File: src/rtl/mem_sched.sv
// mem_sched: round-robin arbiter putting icache reads and dcache reads/writebacks
// onto one 64-bit burst memory port, reassembling returned bursts per requester.
module mem_sched #(
    parameter int unsigned BURST_LEN = 4,
    parameter int unsigned LINE_W    = 256
) (
    input  logic              clk,
    input  logic              rst,
    input  logic [31:0]       i_addr,
    input  logic              i_read,
    output logic [LINE_W-1:0] i_rdata,
    output logic              i_resp,
    input  logic [31:0]       d_addr,
    input  logic              d_read,
    input  logic              d_write,
    input  logic [LINE_W-1:0] d_wdata,
    output logic [LINE_W-1:0] d_rdata,
    output logic              d_resp,
    output logic [31:0]       bmem_addr,
    output logic              bmem_read,
    output logic              bmem_write,
    output logic [63:0]       bmem_wdata,
    input  logic              bmem_ready,
    input  logic [31:0]       bmem_raddr,
    input  logic [63:0]       bmem_rdata,
    input  logic              bmem_rvalid
);
    localparam int unsigned BEAT_W = 64;
    localparam int unsigned CNT_W  = (BURST_LEN > 1) ? $clog2(BURST_LEN) : 1;
    localparam logic [CNT_W-1:0] LAST_BEAT = CNT_W'(BURST_LEN - 1);

    typedef enum logic {IDLE, WRITE} state_t;
    typedef enum logic {GNT_I, GNT_D} grant_t;

    state_t             state;
    grant_t             last_grant;
    logic [CNT_W-1:0]   wr_cnt;
    logic [CNT_W-1:0]   i_cnt;
    logic [CNT_W-1:0]   d_cnt;
    logic               i_out;
    logic               d_out;
    logic               d_out_rd;
    logic [26:0]        i_line;
    logic [26:0]        d_line;
    logic [LINE_W-1:0]  i_line_buf;
    logic [LINE_W-1:0]  d_line_buf;
    logic [LINE_W-1:0]  i_fill;
    logic [LINE_W-1:0]  d_fill;

    logic [26:0] i_req_line;
    logic [26:0] d_req_line;
    logic [26:0] ret_line;
    logic        i_elig;
    logic        d_elig;
    logic        gnt_i;
    logic        gnt_d;
    logic        i_hit;
    logic        d_hit;
    logic        unused_bits;

    assign i_req_line  = i_addr[31:5];
    assign d_req_line  = d_addr[31:5];
    assign ret_line    = bmem_raddr[31:5];
    assign unused_bits = ^{i_addr[4:0], d_addr[4:0], bmem_raddr[4:0]};

    // A requester is also held while its resp pulses, since it only drops its request after seeing it.
    // Same-line reads are serialised so a returning burst can never match both requesters.
    assign i_elig = (state == IDLE) && i_read && !i_out && !i_resp && bmem_ready
                    && !(d_out && d_out_rd && (d_line == i_req_line));
    assign d_elig = (state == IDLE) && (d_read || d_write) && !d_out && !d_resp && bmem_ready
                    && !(i_out && (i_line == d_req_line));

    assign gnt_i = i_elig && (!d_elig || (last_grant == GNT_D));
    assign gnt_d = d_elig && !gnt_i;

    assign i_hit = bmem_rvalid && i_out && (i_line == ret_line);
    assign d_hit = bmem_rvalid && d_out && d_out_rd && (d_line == ret_line) && !i_hit;

    always_comb begin
        i_fill = i_line_buf;
        d_fill = d_line_buf;
        i_fill[int'(i_cnt) * BEAT_W +: BEAT_W] = bmem_rdata;
        d_fill[int'(d_cnt) * BEAT_W +: BEAT_W] = bmem_rdata;
    end

    always_ff @(posedge clk or negedge rst) begin
        if (!rst) begin
            state      <= IDLE;
            last_grant <= GNT_I;
            wr_cnt     <= '0;
            i_cnt      <= '0;
            d_cnt      <= '0;
            i_out      <= 1'b0;
            d_out      <= 1'b0;
            d_out_rd   <= 1'b0;
            i_line     <= '0;
            d_line     <= '0;
            i_line_buf <= '0;
            d_line_buf <= '0;
            i_rdata    <= '0;
            d_rdata    <= '0;
            i_resp     <= 1'b0;
            d_resp     <= 1'b0;
            bmem_addr  <= '0;
            bmem_read  <= 1'b0;
            bmem_write <= 1'b0;
            bmem_wdata <= '0;
        end else begin
            bmem_read <= 1'b0;
            i_resp    <= 1'b0;
            d_resp    <= 1'b0;

            case (state)
                IDLE: begin
                    bmem_addr  <= '0;
                    bmem_write <= 1'b0;
                    bmem_wdata <= '0;
                    wr_cnt     <= '0;
                    if (gnt_i) begin
                        last_grant <= GNT_I;
                        i_out      <= 1'b1;
                        i_line     <= i_req_line;
                        bmem_read  <= 1'b1;
                        bmem_addr  <= {i_req_line, 5'b0};
                    end else if (gnt_d) begin
                        last_grant <= GNT_D;
                        d_out      <= 1'b1;
                        d_line     <= d_req_line;
                        bmem_addr  <= {d_req_line, 5'b0};
                        if (d_write) begin
                            state      <= WRITE;
                            d_out_rd   <= 1'b0;
                            bmem_write <= 1'b1;
                            bmem_wdata <= d_wdata[BEAT_W-1:0];
                        end else begin
                            d_out_rd  <= 1'b1;
                            bmem_read <= 1'b1;
                        end
                    end
                end
                WRITE: begin
                    if (wr_cnt == LAST_BEAT) begin
                        state      <= IDLE;
                        wr_cnt     <= '0;
                        d_out      <= 1'b0;
                        d_resp     <= 1'b1;
                        bmem_addr  <= '0;
                        bmem_write <= 1'b0;
                        bmem_wdata <= '0;
                    end else begin
                        wr_cnt     <= wr_cnt + 1'b1;
                        bmem_wdata <= d_wdata[(int'(wr_cnt) + 1) * BEAT_W +: BEAT_W];
                    end
                end
            endcase

            // Returning beats are steered by line tag, independently of the command FSM.
            if (i_hit) begin
                i_line_buf <= i_fill;
                if (i_cnt == LAST_BEAT) begin
                    i_cnt   <= '0;
                    i_out   <= 1'b0;
                    i_resp  <= 1'b1;
                    i_rdata <= i_fill;
                end else begin
                    i_cnt <= i_cnt + 1'b1;
                end
            end
            if (d_hit) begin
                d_line_buf <= d_fill;
                if (d_cnt == LAST_BEAT) begin
                    d_cnt   <= '0;
                    d_out   <= 1'b0;
                    d_resp  <= 1'b1;
                    d_rdata <= d_fill;
                end else begin
                    d_cnt <= d_cnt + 1'b1;
                end
            end
        end
    end
endmodule

File: config.mk
export PLATFORM = sky130hd
export DESIGN_NAME = mem_sched
export DESIGN_NICKNAME = d
export VERILOG_FILES = /design/src/rtl/mem_sched.sv
export SDC_FILE = /design/constraint.sdc
export NUM_CORES = 2
export LEC_CHECK = 0
export BUFFER_PORTS_ARGS = -buffer_cell sky130_fd_sc_hd__buf_2
export CORE_AREA = 2 2 407 409
export CTS_BUF_LIST = sky130_fd_sc_hd__clkbuf_8
export DETAILED_ROUTE_END_ITERATION = 8
export DIE_AREA = 0 0 409 411
export GPL_ROUTABILITY_DRIVEN = 1
export PLACE_DENSITY = 0.49
export SYNTH_ARGS = -nofsm -noshare
export SYNTH_HDL_FRONTEND = slang
export SYNTH_SLANG_ARGS = --single-unit
File: constraint.sdc
create_clock -name clk -period 2.9 [get_ports clk]
set_clock_uncertainty 0.2 [all_clocks]
set_input_delay 0.145 -clock clk [delete_from_list [all_inputs] [get_ports clk]]
set_output_delay 0.145 -clock clk [all_outputs]
set_load 0.005 [all_outputs]
==> results.md <==
Logic synthesis:
- The Yosys step of the flow raised 0 warnings.
- The dominant register cell in the synthesized netlist is sky130_fd_sc_hd__dfrtp_1.
- Counting flops and latches in the post-synthesis netlist gives 1,184.
- In the post-synthesis netlist, the biggest area contributors are sky130_fd_sc_hd__dfrtp_1, sky130_fd_sc_hd__o21ai_0, sky130_fd_sc_hd__nand2_1.
- Counting flops with a built-in enable in the synthesized netlist gives 0.
- In the post-synthesis netlist, the cell with the most instances is sky130_fd_sc_hd__dfrtp_1.
- The post-synthesis cell count is 5,224.
- The cell area after synthesis is approximately 0.051 mm2.
- A synthesized cell averages roughly 9.8 um2.
- Of all flip-flops after synthesis, the portion carrying an async set or reset was 100%.
- The fraction of the yosys area taken by sequential cells is 57.6%.
- sky130_fd_sc_hd__dfrtp_1 takes more of the synthesized area than any other cell.
- Synthesis instantiated 42 different standard cells from the library.
- By count the netlist is led by sky130_fd_sc_hd__dfrtp_1, sky130_fd_sc_hd__nand2_1, sky130_fd_sc_hd__o21ai_0.
- The top cell type by area accounts for 57.6% of the synthesized area.

Critical path:
- The worst setup path is launched from a flip-flop.
- The critical setup path kind is reg2reg.
- The worst register-to-register path ends at d_line_buf[91]$_DFFE_PN0P_.
- In this run the worst setup path begins at d_line[4]$_DFFE_PN0P_.
- STA puts the critical path data arrival time at between 3 and 4 ns.
- The startpoint identified for the worst register-to-register timing path is d_line[4]$_DFFE_PN0P_.
- The slack of the worst reg-to-reg path is approximately 0.072 ns.
- For the worst setup path, the data required time is between 3 and 4 ns.
- The depth of the worst register-to-register path is 8.
- The kind of end point of the critical path is a flip-flop.
- Of all nets on the critical path, the largest fanout is 46.

Pwr:
- The final total power is between 40 and 50 mW.
- The leakage dissipation is 34.9 nW.
- The maximum vdd drop is about 530 uV.
- In this run the power density over the cells is 576 mW/mm2.

Die:
- During I/O placement, the number of pins put on the boundary was 1,035.
- The initialized floorplan defines 149 standard-cell rows.
- The floorplan step set the die width to 409 um.
- Once the floorplan was initialized, standard cells occupied 31.4% of the core.
- The region available for standard cell placement spans 0.164 mm2.
- The area of the die is 0.168 mm2.
- The die is 411 um tall.

Routing:
- The average via count per standard cell is about 5.1.
- The DRC marker count from the first detailed-route iteration is ~3,700.
- The first detailed-routing pass ran for 5 iterations.
- The total via count in the routed design is 47,500.
- After detailed routing, the number of remaining DRC violations is 0.
- The average routed wire per standard cell is 26.7 um.
- Summed over all layers, the routed wires come to 248,000 um.
- The post-detailed-route count of antenna-violating nets is 0.

Cells and area:
- The number of fill cells is roughly 16,000.
- The area growth from synthesis to layout is 40.0%.
- The final cell count without fillers is 9,295.
- In the final layout, the share of cells above drive strength 1 is between 20 and 25%.
- The final layout contains approximately 7,400 nets.

Placement:
- At the end of routability-driven placement, the weighted congestion stood at 1.01.
- The number of placed instances, taps included is 8,181.
- OpenSTA, run right after detailed placement, puts the worst setup slack at -0.0808 ns.
- The number of input and output port buffers inserted is slightly above 1,000.
- The detailed-placement wirelength estimate is 167,000 um.

Global routing:
- Entering global routing, the biggest net connects 97 pins.
- The combined global-route utilization of all metal layers is around 29%.
- For this run the aggregate overflow at the end of global routing stands at 0.
- The number of antenna violations at the first check in global routing is 47.
- The first global-routing pass estimated ~350,000 um of wire.
- The via count of the first global-routing pass is 47,700.

Min path:
- Counting instances, the worst hold path has a depth of 5.
- In this run the worst hold path is classified as in2reg.
- The startpoint identified for the worst hold timing path is d_wdata[252].
- The end point of the worst hold path is bmem_wdata[60]$_DFF_PN0_.

CTS:
- The sink count of the clock tree is 1,184.
- The TritonCTS clock tree is built.
- Clock tree synthesis selected as its root buffer the cell sky130_fd_sc_hd__clkbuf_8.
- The clock insertion delay at the later pin of the skew report is 0.96 ns.
- Clock tree synthesis inserted a total of around 210 buffers.
- The worst-case clock buffer depth is 3.
- The maximum level of the CTS H-tree is 4.
- The clock transition time at the flip-flop clock pins of the worst setup and hold paths is approximately 0.06 ns.

STA:
- The number of slew-limit violations in the final report is 0.
- The time the worst path needs with I/O delays and setup is 2.83 ns.
- The hold violation count in the final report is 0.
- Dividing the final minimum period by the clock period gives 97.5%.
- The setup-violating endpoint count in the final report is 0.
- The upper clock frequency limit is 0.354 GHz.
- Setup repair after global routing left no endpoint under its margin.
- Headroom to the max-slew limit came out at 38.8%.
- The worst setup slack after layout is 0.0722 ns.
- At the pin with the least slew margin, the transition time is 0.915 ns.
- Hold is met by roughly 0.13 ns.

Outcome:
- The run finished with clean final reports.

Run:
- The total of max-cap violations is 0.
-- report_power, final --
part           internal (mW)  switching, mW  total (mW)  leakage [nW]
logic                   3.28           4.10        7.38          16.1
registers               17.5          0.738        18.2          16.4
clock network           8.44           7.50        15.9          2.46
-- metrics by stage --
stage	area (um2)	utilization, %	TNS (ns)
6_report	72000	44.0	0
5_1_grt	72000	44.0	0
4_1_cts	71900	43.9	0
3_5_place_dp	60400	36.9	-3.38
3_3_place_gp	60400	36.9	-0.110
2_1_floorplan	51500	-	0
-- critical path, stage by stage, from the launching register on --
cell	delay [ns]
sky130_fd_sc_hd__dfrtp_1	0.43
sky130_fd_sc_hd__xnor2_1	0.38
sky130_fd_sc_hd__nand4_1	0.22
sky130_fd_sc_hd__nor4_4	0.44
sky130_fd_sc_hd__buf_4	0.25
sky130_fd_sc_hd__o2111ai_4	0.15
sky130_fd_sc_hd__buf_12	0.22
sky130_fd_sc_hd__nand2_1	0.17
sky130_fd_sc_hd__o21ai_0	0.09
-- placed cells by master, fill, tap and decap left out, types with 22 or more instances in the layout --
cell type and count:
sky130_fd_sc_hd__o21ai_0 725, sky130_fd_sc_hd__a21oi_1 514, sky130_fd_sc_hd__mux2i_1 64, sky130_fd_sc_hd__a22o_1 256, sky130_fd_sc_hd__dlygate4sd3_1 723, sky130_fd_sc_hd__a32o_1 64, sky130_fd_sc_hd__mux2_2 28, sky130_fd_sc_hd__o21ai_1 142
sky130_fd_sc_hd__diode_2 22, sky130_fd_sc_hd__nand4_1 25, sky130_fd_sc_hd__buf_12 92, sky130_fd_sc_hd__xnor2_1 50, sky130_fd_sc_hd__dfrtp_1 1182, sky130_fd_sc_hd__nor2b_1 512, sky130_fd_sc_hd__nand2_1 870, sky130_fd_sc_hd__xor2_1 54
sky130_fd_sc_hd__clkbuf_8 257, sky130_fd_sc_hd__buf_4 118, sky130_fd_sc_hd__buf_2 1013, sky130_fd_sc_hd__o211ai_1 54, sky130_fd_sc_hd__inv_1 201
-- area by class of cell --
| type | instances | area [um2] | share of cell area [%] |
|---|---|---|---|
| repair buffers | 1947 | 15100 | 20.9 |
| clock inverters | 110 | 676 | 0.938 |
| diodes | 22 | 55.1 | 0.0764 |
| well taps | 2189 | 2740 | 3.80 |
| clock buffers | 257 | 3540 | 4.91 |
| inverters | 126 | 473 | 0.657 |
| multi-input cells | 3460 | 19900 | 27.6 |
| flip-flops and latches | 1184 | 29600 | 41.1 |
-- kinds of logic after synthesis --
kind of cell	after synthesis	synth area share, %
adders and majority gates	13	0.316
AOI/OAI and AO/OA	1767	20.0
muxes	92	1.86
and+or+nand+nor	1475	13.7
DFF	1184	57.6
buffers and inverters	584	4.66
other	1	0.00729
xor gates and xnor gates	108	1.84
-- per-layer routing --
layer	vias up	part of all wire, %	track usage (%)
met3	457	6.0	5.20
met5	-	0.014	0
met2	1831	47	47.2
met4	6	4.7	13.2
li1	21300	-	-
met1	23900	42	37.3
-- flip-flops by register name, summed over array words and instances, names as in the netlist --
register and count:
i_out 1, i_line_buf 256, d_out 1, bmem_write 1, i_resp 1, i_line 27, i_rdata 256, state 1
bmem_addr 27, i_cnt 2, d_line 27, d_rdata 256, d_line_buf 256, wr_cnt 2, d_out_rd 1, d_cnt 2
d_resp 1, bmem_wdata 64, last_grant 1, bmem_read 1
-- timing repair --
item                                    in CTS  in global routing
hold buffers                               725                  0
endpoints found under the setup margin     123                112
pin swaps                                    0                  3
endpoints found under the hold margin     2366                  0
buffers inserted                             0                  1
gates resized for setup                      1                  7
-- worst max-delay path by stage --
stage | endpoint | slack [ns]
final | d_line_buf[91]$_DFFE_PN0P_ | 0.07
after global routing | d_rdata[115]$_DFFE_PN0P_ | 0.0007
after CTS | d_line_buf[64]$_DFFE_PN0P_ | 0.01
after detailed placement | d_rdata[177]$_DFFE_PN0P_ | -0.08
after global placement | d_rdata[242]$_DFFE_PN0P_ | -0.02
after floorplan | i_rdata[100]$_DFFE_PN0P_ | 0.30
(Power assumes the default switching activity.)
